$ cat config.mk
export PLATFORM = sky130hd
export DESIGN_NAME = uart_reg_cmd_ctrl
export DESIGN_NICKNAME = d
export VERILOG_FILES = /design/src/rtl/uart_reg_cmd_ctrl_pkg.sv /design/src/rtl/uart_reg_cmd_ctrl_reg_bank.sv /design/src/rtl/uart_reg_cmd_ctrl.sv
export SDC_FILE = /design/constraint.sdc
export NUM_CORES = 1
export LEC_CHECK = 0
export CORE_UTILIZATION = 62
export CTS_CLUSTER_SIZE = 16
export DETAILED_ROUTE_END_ITERATION = 8
export HOLD_SLACK_MARGIN = 0.08
export PLACE_DENSITY = 0.85
export SLEW_MARGIN = 20
export SYNTH_ARGS = -nofsm -noshare
export SYNTH_HDL_FRONTEND = slang
export SYNTH_SLANG_ARGS = --single-unit
$ cat constraint.sdc
create_clock -name i_clk -period 5.6 [get_ports i_clk]
set_clock_uncertainty 0.15 [all_clocks]
set_input_delay 0.84 -clock i_clk [delete_from_list [all_inputs] [get_ports i_clk]]
set_output_delay 0.84 -clock i_clk [all_outputs]
set_load 0.02 [all_outputs]
$ cat src/rtl/uart_reg_cmd_ctrl_pkg.sv
// Shared opcodes, response bytes and FSM state encoding
// for the UART register command sequencer.
package uart_reg_cmd_ctrl_pkg;

   localparam logic [7:0] OP_W  = 8'h57;
   localparam logic [7:0] OP_R  = 8'h52;
   localparam logic [7:0] RSP_K = 8'h4B;
   localparam logic [7:0] RSP_E = 8'h45;

   typedef enum logic [3:0] {
      ST_IDLE     = 4'd0,
      ST_GET_ADDR = 4'd1,
      ST_GET_DATA = 4'd2,
      ST_EXEC     = 4'd3,
      ST_SEND     = 4'd4,
      ST_WAIT_TX  = 4'd5
   } state_t;

endpackage

$ cat src/rtl/uart_reg_cmd_ctrl_reg_bank.sv
// NREGS x WORDSZ register bank: synchronous write,
// combinational read, register 0 exported for the LEDs.
module uart_reg_cmd_ctrl_reg_bank #(
   parameter int WORDSZ = 8,
   parameter int NREGS  = 4,
   parameter int AW     = (NREGS > 1) ? $clog2(NREGS) : 1
) (
   input  logic              i_clk,
   input  logic              i_rst_n,
   input  logic              i_we,
   input  logic [AW-1:0]     i_waddr,
   input  logic [WORDSZ-1:0] i_wdata,
   input  logic [AW-1:0]     i_raddr,
   output logic [WORDSZ-1:0] o_rdata,
   output logic [WORDSZ-1:0] o_reg0
);

   logic [WORDSZ-1:0] r_regs [NREGS];

   always_ff @(posedge i_clk or negedge i_rst_n) begin
      if (!i_rst_n) begin
         for (int i = 0; i < NREGS; i++) begin
            r_regs[i] <= '0;
         end
      end else if (i_we) begin
         r_regs[i_waddr] <= i_wdata;
      end
   end

   assign o_rdata = r_regs[i_raddr];
   assign o_reg0  = r_regs[0];

endmodule

$ cat src/rtl/uart_reg_cmd_ctrl.sv
// Framed UART command sequencer: 'W' addr data / 'R' addr
// against a small register bank, 1-byte response on UART TX.
module uart_reg_cmd_ctrl
   import uart_reg_cmd_ctrl_pkg::*;
#(
   parameter int WORDSZ         = 8,
   parameter int NREGS          = 4,
   parameter int TIMEOUT_CYCLES = 1_000_000
) (
   input  logic              i_clk,
   input  logic              i_rst_n,
   input  logic              i_en,
   input  logic              i_rx_valid,
   input  logic [WORDSZ-1:0] i_rx_data,
   input  logic              i_tx_busy,
   output logic              o_tx_start,
   output logic [WORDSZ-1:0] o_tx_data,
   output logic [WORDSZ-1:0] o_reg0,
   output logic              o_overrun,
   output logic [3:0]        o_state
);

   localparam int AW = (NREGS > 1) ? $clog2(NREGS) : 1;
   localparam int TW = (TIMEOUT_CYCLES > 2) ? $clog2(TIMEOUT_CYCLES) : 1;

   localparam logic [TW-1:0]     TMO_LAST = TW'(TIMEOUT_CYCLES - 1);
   localparam logic [WORDSZ-1:0] NREGS_W  = WORDSZ'(NREGS);
   localparam logic [WORDSZ-1:0] W_OP_W   = WORDSZ'(OP_W);
   localparam logic [WORDSZ-1:0] W_OP_R   = WORDSZ'(OP_R);
   localparam logic [WORDSZ-1:0] W_RSP_K  = WORDSZ'(RSP_K);
   localparam logic [WORDSZ-1:0] W_RSP_E  = WORDSZ'(RSP_E);

   state_t            r_state;
   state_t            w_next;
   logic              r_is_wr;
   logic [WORDSZ-1:0] r_addr;
   logic [WORDSZ-1:0] r_data;
   logic [WORDSZ-1:0] r_resp;
   logic [TW-1:0]     r_tmo;
   logic              r_first;
   logic              r_ovr;

   logic              w_rx;
   logic              w_is_op;
   logic              w_addr_ok;
   logic [WORDSZ-1:0] w_rdata;
   logic              w_we;
   logic              w_tx_start;
   logic              w_tmo_clr;
   logic              w_tmo_inc;
   logic              w_lat_op;
   logic              w_lat_addr;
   logic              w_lat_data;
   logic              w_set_resp;
   logic [WORDSZ-1:0] w_resp;
   logic              w_ovr_set;

   assign w_rx      = i_rx_valid & i_en;
   assign w_is_op   = (i_rx_data == W_OP_W) || (i_rx_data == W_OP_R);
   // Full-width compare so out-of-range addresses never alias
   assign w_addr_ok = (r_addr < NREGS_W);

   uart_reg_cmd_ctrl_reg_bank #(
      .WORDSZ (WORDSZ),
      .NREGS  (NREGS),
      .AW     (AW)
   ) u_reg_bank (
      .i_clk   (i_clk),
      .i_rst_n (i_rst_n),
      .i_we    (w_we),
      .i_waddr (r_addr[AW-1:0]),
      .i_wdata (r_data),
      .i_raddr (r_addr[AW-1:0]),
      .o_rdata (w_rdata),
      .o_reg0  (o_reg0)
   );

   always_comb begin
      w_next     = r_state;
      w_we       = 1'b0;
      w_tx_start = 1'b0;
      w_tmo_clr  = 1'b0;
      w_tmo_inc  = 1'b0;
      w_lat_op   = 1'b0;
      w_lat_addr = 1'b0;
      w_lat_data = 1'b0;
      w_set_resp = 1'b0;
      w_resp     = r_resp;
      w_ovr_set  = 1'b0;
      unique case (r_state)
         ST_IDLE: begin
            if (w_rx) begin
               if (w_is_op) begin
                  w_lat_op  = 1'b1;
                  w_tmo_clr = 1'b1;
                  w_next    = ST_GET_ADDR;
               end else begin
                  w_set_resp = 1'b1;
                  w_resp     = W_RSP_E;
                  w_next     = ST_SEND;
               end
            end
         end
         ST_GET_ADDR, ST_GET_DATA: begin
            // An arriving byte beats a coincident timeout
            if (!i_en) begin
               w_next = ST_IDLE;
            end else if (w_rx) begin
               w_tmo_clr = 1'b1;
               if (r_state == ST_GET_ADDR) begin
                  w_lat_addr = 1'b1;
                  w_next     = r_is_wr ? ST_GET_DATA : ST_EXEC;
               end else begin
                  w_lat_data = 1'b1;
                  w_next     = ST_EXEC;
               end
            end else if (r_tmo == TMO_LAST) begin
               w_next = ST_IDLE;
            end else begin
               w_tmo_inc = 1'b1;
            end
         end
         ST_EXEC: begin
            if (!i_en) begin
               w_next = ST_IDLE;
            end else begin
               w_ovr_set  = w_rx;
               w_set_resp = 1'b1;
               w_next     = ST_SEND;
               if (!w_addr_ok) begin
                  w_resp = W_RSP_E;
               end else if (r_is_wr) begin
                  w_we   = 1'b1;
                  w_resp = W_RSP_K;
               end else begin
                  w_resp = w_rdata;
               end
            end
         end
         ST_SEND: begin
            w_ovr_set = w_rx;
            if (!i_tx_busy) begin
               w_tx_start = 1'b1;
               w_next     = ST_WAIT_TX;
            end
         end
         ST_WAIT_TX: begin
            // Transmitter may not raise busy until a cycle after start
            w_ovr_set = w_rx;
            if (!r_first && !i_tx_busy) begin
               w_next = ST_IDLE;
            end
         end
         default: begin
            w_next = ST_IDLE;
         end
      endcase
   end

   always_ff @(posedge i_clk or negedge i_rst_n) begin
      if (!i_rst_n) begin
         r_state <= ST_IDLE;
         r_is_wr <= 1'b0;
         r_addr  <= '0;
         r_data  <= '0;
         r_resp  <= '0;
         r_tmo   <= '0;
         r_first <= 1'b0;
         r_ovr   <= 1'b0;
      end else begin
         r_state <= w_next;
         r_first <= w_tx_start;
         if (w_lat_op) begin
            r_is_wr <= (i_rx_data == W_OP_W);
         end
         if (w_lat_addr) begin
            r_addr <= i_rx_data;
         end
         if (w_lat_data) begin
            r_data <= i_rx_data;
         end
         if (w_set_resp) begin
            r_resp <= w_resp;
         end
         if (w_tmo_clr) begin
            r_tmo <= '0;
         end else if (w_tmo_inc) begin
            r_tmo <= r_tmo + 1'b1;
         end
         if (!i_en) begin
            r_ovr <= 1'b0;
         end else if (w_ovr_set) begin
            r_ovr <= 1'b1;
         end
      end
   end

   assign o_tx_start = w_tx_start;
   assign o_tx_data  = r_resp;
   assign o_overrun  = r_ovr;
   assign o_state    = r_state;

endmodule

# Word-level counts from Yosys, hierarchy flattened
# Cells that the tools add are included.
op_classes:
  addsub: 1
  n_lt_le_gt_ge: 3
  eq_ne: 15
  n_mux: 57
  bitwise: 2
  n_reduce_logical: 12
op_table:
  columns: ["cell", "n"]
  rows:
  - ["$mux W8", 8]
  - ["$mux W20", 2]
  - ["$bwmux W32", 1]
  - ["$mux W1", 31]
  - ["$mux W4", 6]
  - ["$add A20 B1 Y20 const B", 1]
  - ["$eq A20 B20 Y1 const B", 1]
  - ["$pmux W4 S5", 1]
  - ["$bmux W8 S2", 1]
  - ["$demux W8 S2", 1]
  - ["$eq A8 B7 Y1 const B", 2]
  - ["$pmux W8 S2", 1]
  - ["$ne A2 B2 Y1 const B", 5]
  - ["$eq A4 B2 Y1 const B", 2]
  - ["$eq A4 B3 Y1 const B", 2]
  - ["$lt A8 B3 Y1 const B", 1]
  - ["$mux W3", 2]
  - ["$pmux W1 S2", 3]
  - ["$reduce_and A5 Y1", 1]
  - ["$eq A4 B1 Y1 const B", 1]
  - ["$logic_not A4 Y1", 1]
  - ["$ne A4 B4 Y1 const B", 1]
  - ["$reduce_and A4 Y1", 1]
  - ["$reduce_bool A2 Y1", 2]
  - ["other kinds (9)", 12]
word_totals:
  register_bits: 83
  inputBits: 13
  wordCells: 102

# Longest topological paths before layout
depth:
  word_depth: 8
  mapped_depth: 7

# Cells and area by module
# A second synthesis with hierarchy kept.
hier_totals:
  hier_cells: 342
  hier_area_um2: 4043.9
by_module_without_submodules:
  columns: ["mod", "instances", "cells_each", "area_each_um2", "seq_area_each_um2"]
  rows:
  - ["uart_reg_cmd_ctrl", 1, 256, 2582.5, 1251.2]
  - ["uart_reg_cmd_ctrl_reg_bank", 1, 86, 1461.4, 800.8]

# Worst setup path before layout
# No wires, ideal clock.
synth_path:
  path_type: "input to register"
  from: "input port i_rx_data[3]"
  to: "register r_tmo[8]"
  arrival_ns: 2.262
  path_slack_ns: 3.056
  path_stages: 5
  path_buffers: 1
  cell_sequence: "nor4bb_1 -> a311oi_1 -> nor2_1 -> clkbuf_1 -> nor2_1"
synth_via:
  elab_chain_cells: 6
  word_cells_on_any_way: 8
synth_lines:
  columns: ["item", "line", "source"]
  rows:
  - ["from (decl)", "uart_reg_cmd_ctrl.sv:14", "input logic [WORDSZ-1:0] i_rx_data,"]
  - ["$eq A8 B7 Y1", "uart_reg_cmd_ctrl.sv:59", "assign w_is_op = (i_rx_data == W_OP_W) || (i_rx_data == W_OP_R);"]
  - ["$logic_or A1 B1 Y1 (*)", "uart_reg_cmd_ctrl.sv:59", null]
  - ["$mux W1 (*)", "uart_reg_cmd_ctrl.sv:93", "if (w_is_op) begin"]
  - ["$mux W1 (*)", "uart_reg_cmd_ctrl.sv:92", "if (w_rx) begin"]
  - ["$pmux W1 S2 (*)", "uart_reg_cmd_ctrl.sv:90", "unique case (r_state)"]
  - ["$mux W20 / $reduce_bool A2 Y1 (equally long branches)", null, null]
  - ["to (signal assigned)", "uart_reg_cmd_ctrl.sv:188", "r_tmo <= r_tmo + 1'b1;"]
  - ["to (decl)", "uart_reg_cmd_ctrl.sv:39", "logic [TW-1:0] r_tmo;"]
# Every way passes the cells marked *; elsewhere a longest branch is shown, timed or not.
# A chain may end at the register's enable or synchronous reset.

# Final worst setup path
layout_path:
  from: "input port i_tx_busy"
  to: "output port o_tx_start"
layout_via:
  elab_chain_cells: 2
layout_lines:
  columns: ["item", "line", "source"]
  rows:
  - ["from (decl)", "uart_reg_cmd_ctrl.sv:15", "input logic i_tx_busy,"]
  - ["$mux W1", "uart_reg_cmd_ctrl.sv:142", "if (!i_tx_busy) begin"]
  - ["$mux W1", "uart_reg_cmd_ctrl.sv:90", null]
  - ["to (decl)", "uart_reg_cmd_ctrl.sv:16", "output logic o_tx_start,"]
# Every way passes these cells.

==> results.json <==
{
  "wl_per_cell_um": 18.98,
  "dpl.hpwl_mm": 5.486,
  "syn_inst": 337,
  "ys_async_sr_fraction_pct": 100.0,
  "die_width_um": 82.98,
  "met2_length_mm": 3.970,
  "drv_cap": 0,
  "ys_seq_elements": 82,
  "drtIter0Drc": 157,
  "crit_fanout": 2,
  "wl_mm": 8.255,
  "setup_viol": 0,
  "die_area_um2": 6885,
  "nNetsFinal": 368,
  "fin_crit_sh_pct": 58.46,
  "detail_route.vias_per_cell": 6.497,
  "worstMarginPinSlew_ps": 1069,
  "rows": 29,
  "slew_headroom_pct": 28.13,
  "highest_layer": "met4",
  "gp_congestion": 0.7849,
  "worst_path_max_delay_cell": "clkdlybuf4s50_1",
  "pin_count": 35,
  "io_buffers": 33,
  "tns_ps": 0,
  "yosysSeqAreaShare_pct": 50.48,
  "synth_compound_area_share_pct": 8.403,
  "regToRegSetupSlack_ps": 2880,
  "hold_path.class": "primary input to asynchronous set/reset pin",
  "max-clock-path-buffers": 2,
  "status": "finished, final reports clean",
  "fill_cells": 437,
  "grt_pass1_wl_mm": 13.77,
  "worstSetupPathType": "primary input to output port",
  "synth-main-ff-cell": "dfrtp_1",
  "hold_viol": 0,
  "fin_util_pct": 72.16,
  "grt_pass1_vias": 2720,
  "synth_top_family_by_area": "multiplexers",
  "drive_gt1_share_pct": 25.14,
  "core_um2": 6350,
  "slowest_delay_ps": 650,
  "grt_max_degree": 83,
  "startpoint_type": "primary input",
  "cts.sinks": 82,
  "cts-root-buf": "clkbuf_8",
  "slew_violations": 0,
  "grt_overflow": 0,
  "post_cts_resized": 0,
  "synth-xor-area-share_pct": 0.6464,
  "synth_fa_ha_area_share_pct": 0.3078,
  "cts_hold_buf": 0,
  "crit_arrival_ps": 2280,
  "synthMuxAreaShare_pct": 21.11,
  "via_count": 2826,
  "dp_cells": 420,
  "die_y_um": 82.98,
  "stdcell_area_um2": 4582,
  "synth_edf_count": 0,
  "diodes": 0,
  "syn2layout_area_growth_pct": 12.71,
  "dpl-instance-area_um2": 4352,
  "track_usage_pct": 25.83,
  "cts_inserted_buffers": 9,
  "leakage_nw": 2.003,
  "path_cells": "clkdlybuf4s50_1, nand2b_1, nor3_1, clkdlybuf4s50_1",
  "synth_area_um2": 4065,
  "timing.rr.start": "o_state[0]",
  "yosysWarnings": 0,
  "required_ps": 4610,
  "antenna_found_initial": 0,
  "yosys.area_share.simple_pct": 14.84,
  "ant_nets": 0,
  "rsz0062_at_grt": "false",
  "syn_nets": 351,
  "first_pass_iters": 4,
  "layout_setup_ws_ps": 2326,
  "clkTransAtPathRegs_ps": 80,
  "fmax_mhz": 305.5,
  "drc": 0,
  "crit_top_cell": "clkdlybuf4s50_1",
  "post_cts_buffers": 0,
  "fin_cells": 435,
  "insertion_delay_ps": 370,
  "period_minus_slack_ps": 3274,
  "start_util_pct": 64.02,
  "r2r-end": "r_tmo[19]",
  "pre_cts_ws_ps": 1801,
  "avgSynthCellArea_um2": 12.06,
  "cts_tree": "built",
  "critPathCaptureType": "output port",
  "vdd_ir_drop_max_uv": 266.7,
  "ys_types": 52,
  "p_per_area_nw_per_um2": 378.3,
  "met3_length_um": 257,
  "htreeDepth": 3,
  "wl_met1_mm": 3.816,
  "reg2reg_depth": 4
}
metrics by stage:
| stage | hold slack [ps] | total power, mW |
|---|---|---|
| 5_1_grt | 369.3 | 1.818 |
| 3_3_place_gp | 334.4 | 1.238 |
| 3_5_place_dp | 341.8 | 1.262 |
| 6_report | 350.4 | 1.733 |
| 2_1_floorplan | 321.6 | 1.116 |
| 4_1_cts | 361.9 | 1.732 |
cell type report:
cell class / instances / area, um2 / share of cell area (%)
clock buffer: 9 / 123.9 / 2.703
clock inverter: 6 / 91.34 / 1.993
inverter: 8 / 30.03 / 0.6554
multi-input combinational: 220 / 1857 / 40.52
sequential: 82 / 2052 / 44.78
tap: 77 / 96.34 / 2.103
timing repair buffer: 33 / 331.6 / 7.236
cells by family after synthesis:
kind of cell             Yosys count
AND/OR/NAND/NOR                   90
flip-flops                        82
multiplexers                      68
AO/OA/AOI/OAI                     57
buffers and inverters             35
XOR/XNOR                           3
adder cells (fa/ha/maj)            1
other                              1
critical path: cells and delay by family:
family                 cells  cell delay (ps)
and+or+nand+nor            2              370
buffers and inverters      2             1060
worst max-delay path by stage:
stage / start / endpoint / slack, ps / cells past startpoint
global placement: i_rx_data[4] / r_tmo[8] / 2020 / 5
global route: i_rx_data[4] / r_tmo[3] / 2260 / 5
finish: i_tx_busy / o_tx_start / 2330 / 4
floorplan: i_rx_data[3] / r_tmo[8] / 3060 / 5
detailed placement: i_rx_data[4] / r_tmo[2] / 1800 / 5
CTS: i_rx_data[4] / r_tmo[3] / 2260 / 5
power breakdown:
part | internal (mW) | total, mW | leakage [nW] | switching [mW]
Combinational | 0.215 | 0.413 | 0.800 | 0.198
Sequential | 0.690 | 0.846 | 1.09 | 0.156
Clock | 0.251 | 0.474 | 0.110 | 0.223
cells in the mapped netlist, drive strengths merged (2+ instances only):
| library cell | instances | area [um2] |
|---|---|---|
| a311oi | 2 | 17.52 |
| a31oi | 5 | 31.28 |
| or2 | 2 | 12.51 |
| dfrtp | 82 | 2052 |
| mux2 | 56 | 638.1 |
| mux2i | 4 | 40.04 |
| nand2 | 8 | 30.03 |
| nand2b | 3 | 18.77 |
| or3 | 12 | 75.07 |
| nand4b | 2 | 17.52 |
| inv | 8 | 30.03 |
| nand4 | 9 | 56.30 |
| nor2b | 3 | 18.77 |
| or4b | 2 | 20.02 |
| nor4 | 4 | 58.81 |
| o31ai | 5 | 37.54 |
| buf | 11 | 75.07 |
| clkbuf | 16 | 62.56 |
| nor3 | 2 | 10.01 |
| o21ai | 15 | 75.07 |
| and4 | 4 | 35.03 |
| a21oi | 19 | 95.09 |
| mux4 | 8 | 180.2 |
| and3 | 4 | 25.02 |
| nand3 | 9 | 45.04 |
| xnor2 | 2 | 17.52 |
| nor2 | 8 | 30.03 |
| nor3b | 6 | 50.05 |
| or4 | 6 | 45.04 |
| o21a | 3 | 22.52 |
flip-flops by register name, indices dropped and copies added (netlist names):
| register | cells |
|---|---|
| o_overrun | 1 |
| o_state | 3 |
| o_tx_data | 8 |
| r_addr | 8 |
| r_data | 8 |
| r_first | 1 |
| r_is_wr | 1 |
| r_tmo | 20 |
| u_reg_bank.o_reg0 | 8 |
| u_reg_bank.r_regs | 24 |
layer usage:
metal	track usage, %	up-vias
met5	0	-
met4	12.38	0
met3	4.175	18
met2	39.27	71
met1	36.66	1453
li1	-	1284
cell usage in the layout, fill, tap and decap left out, types with 9 or more instances in the layout:
master	count
mux2_2	54
nand4_1	9
clkdlybuf4s50_1	32
clkbuf_8	9
o21ai_0	15
or3_1	12
dfrtp_1	82
nand3_1	9
a21oi_1	19
(Power assumes the default switching activity.)
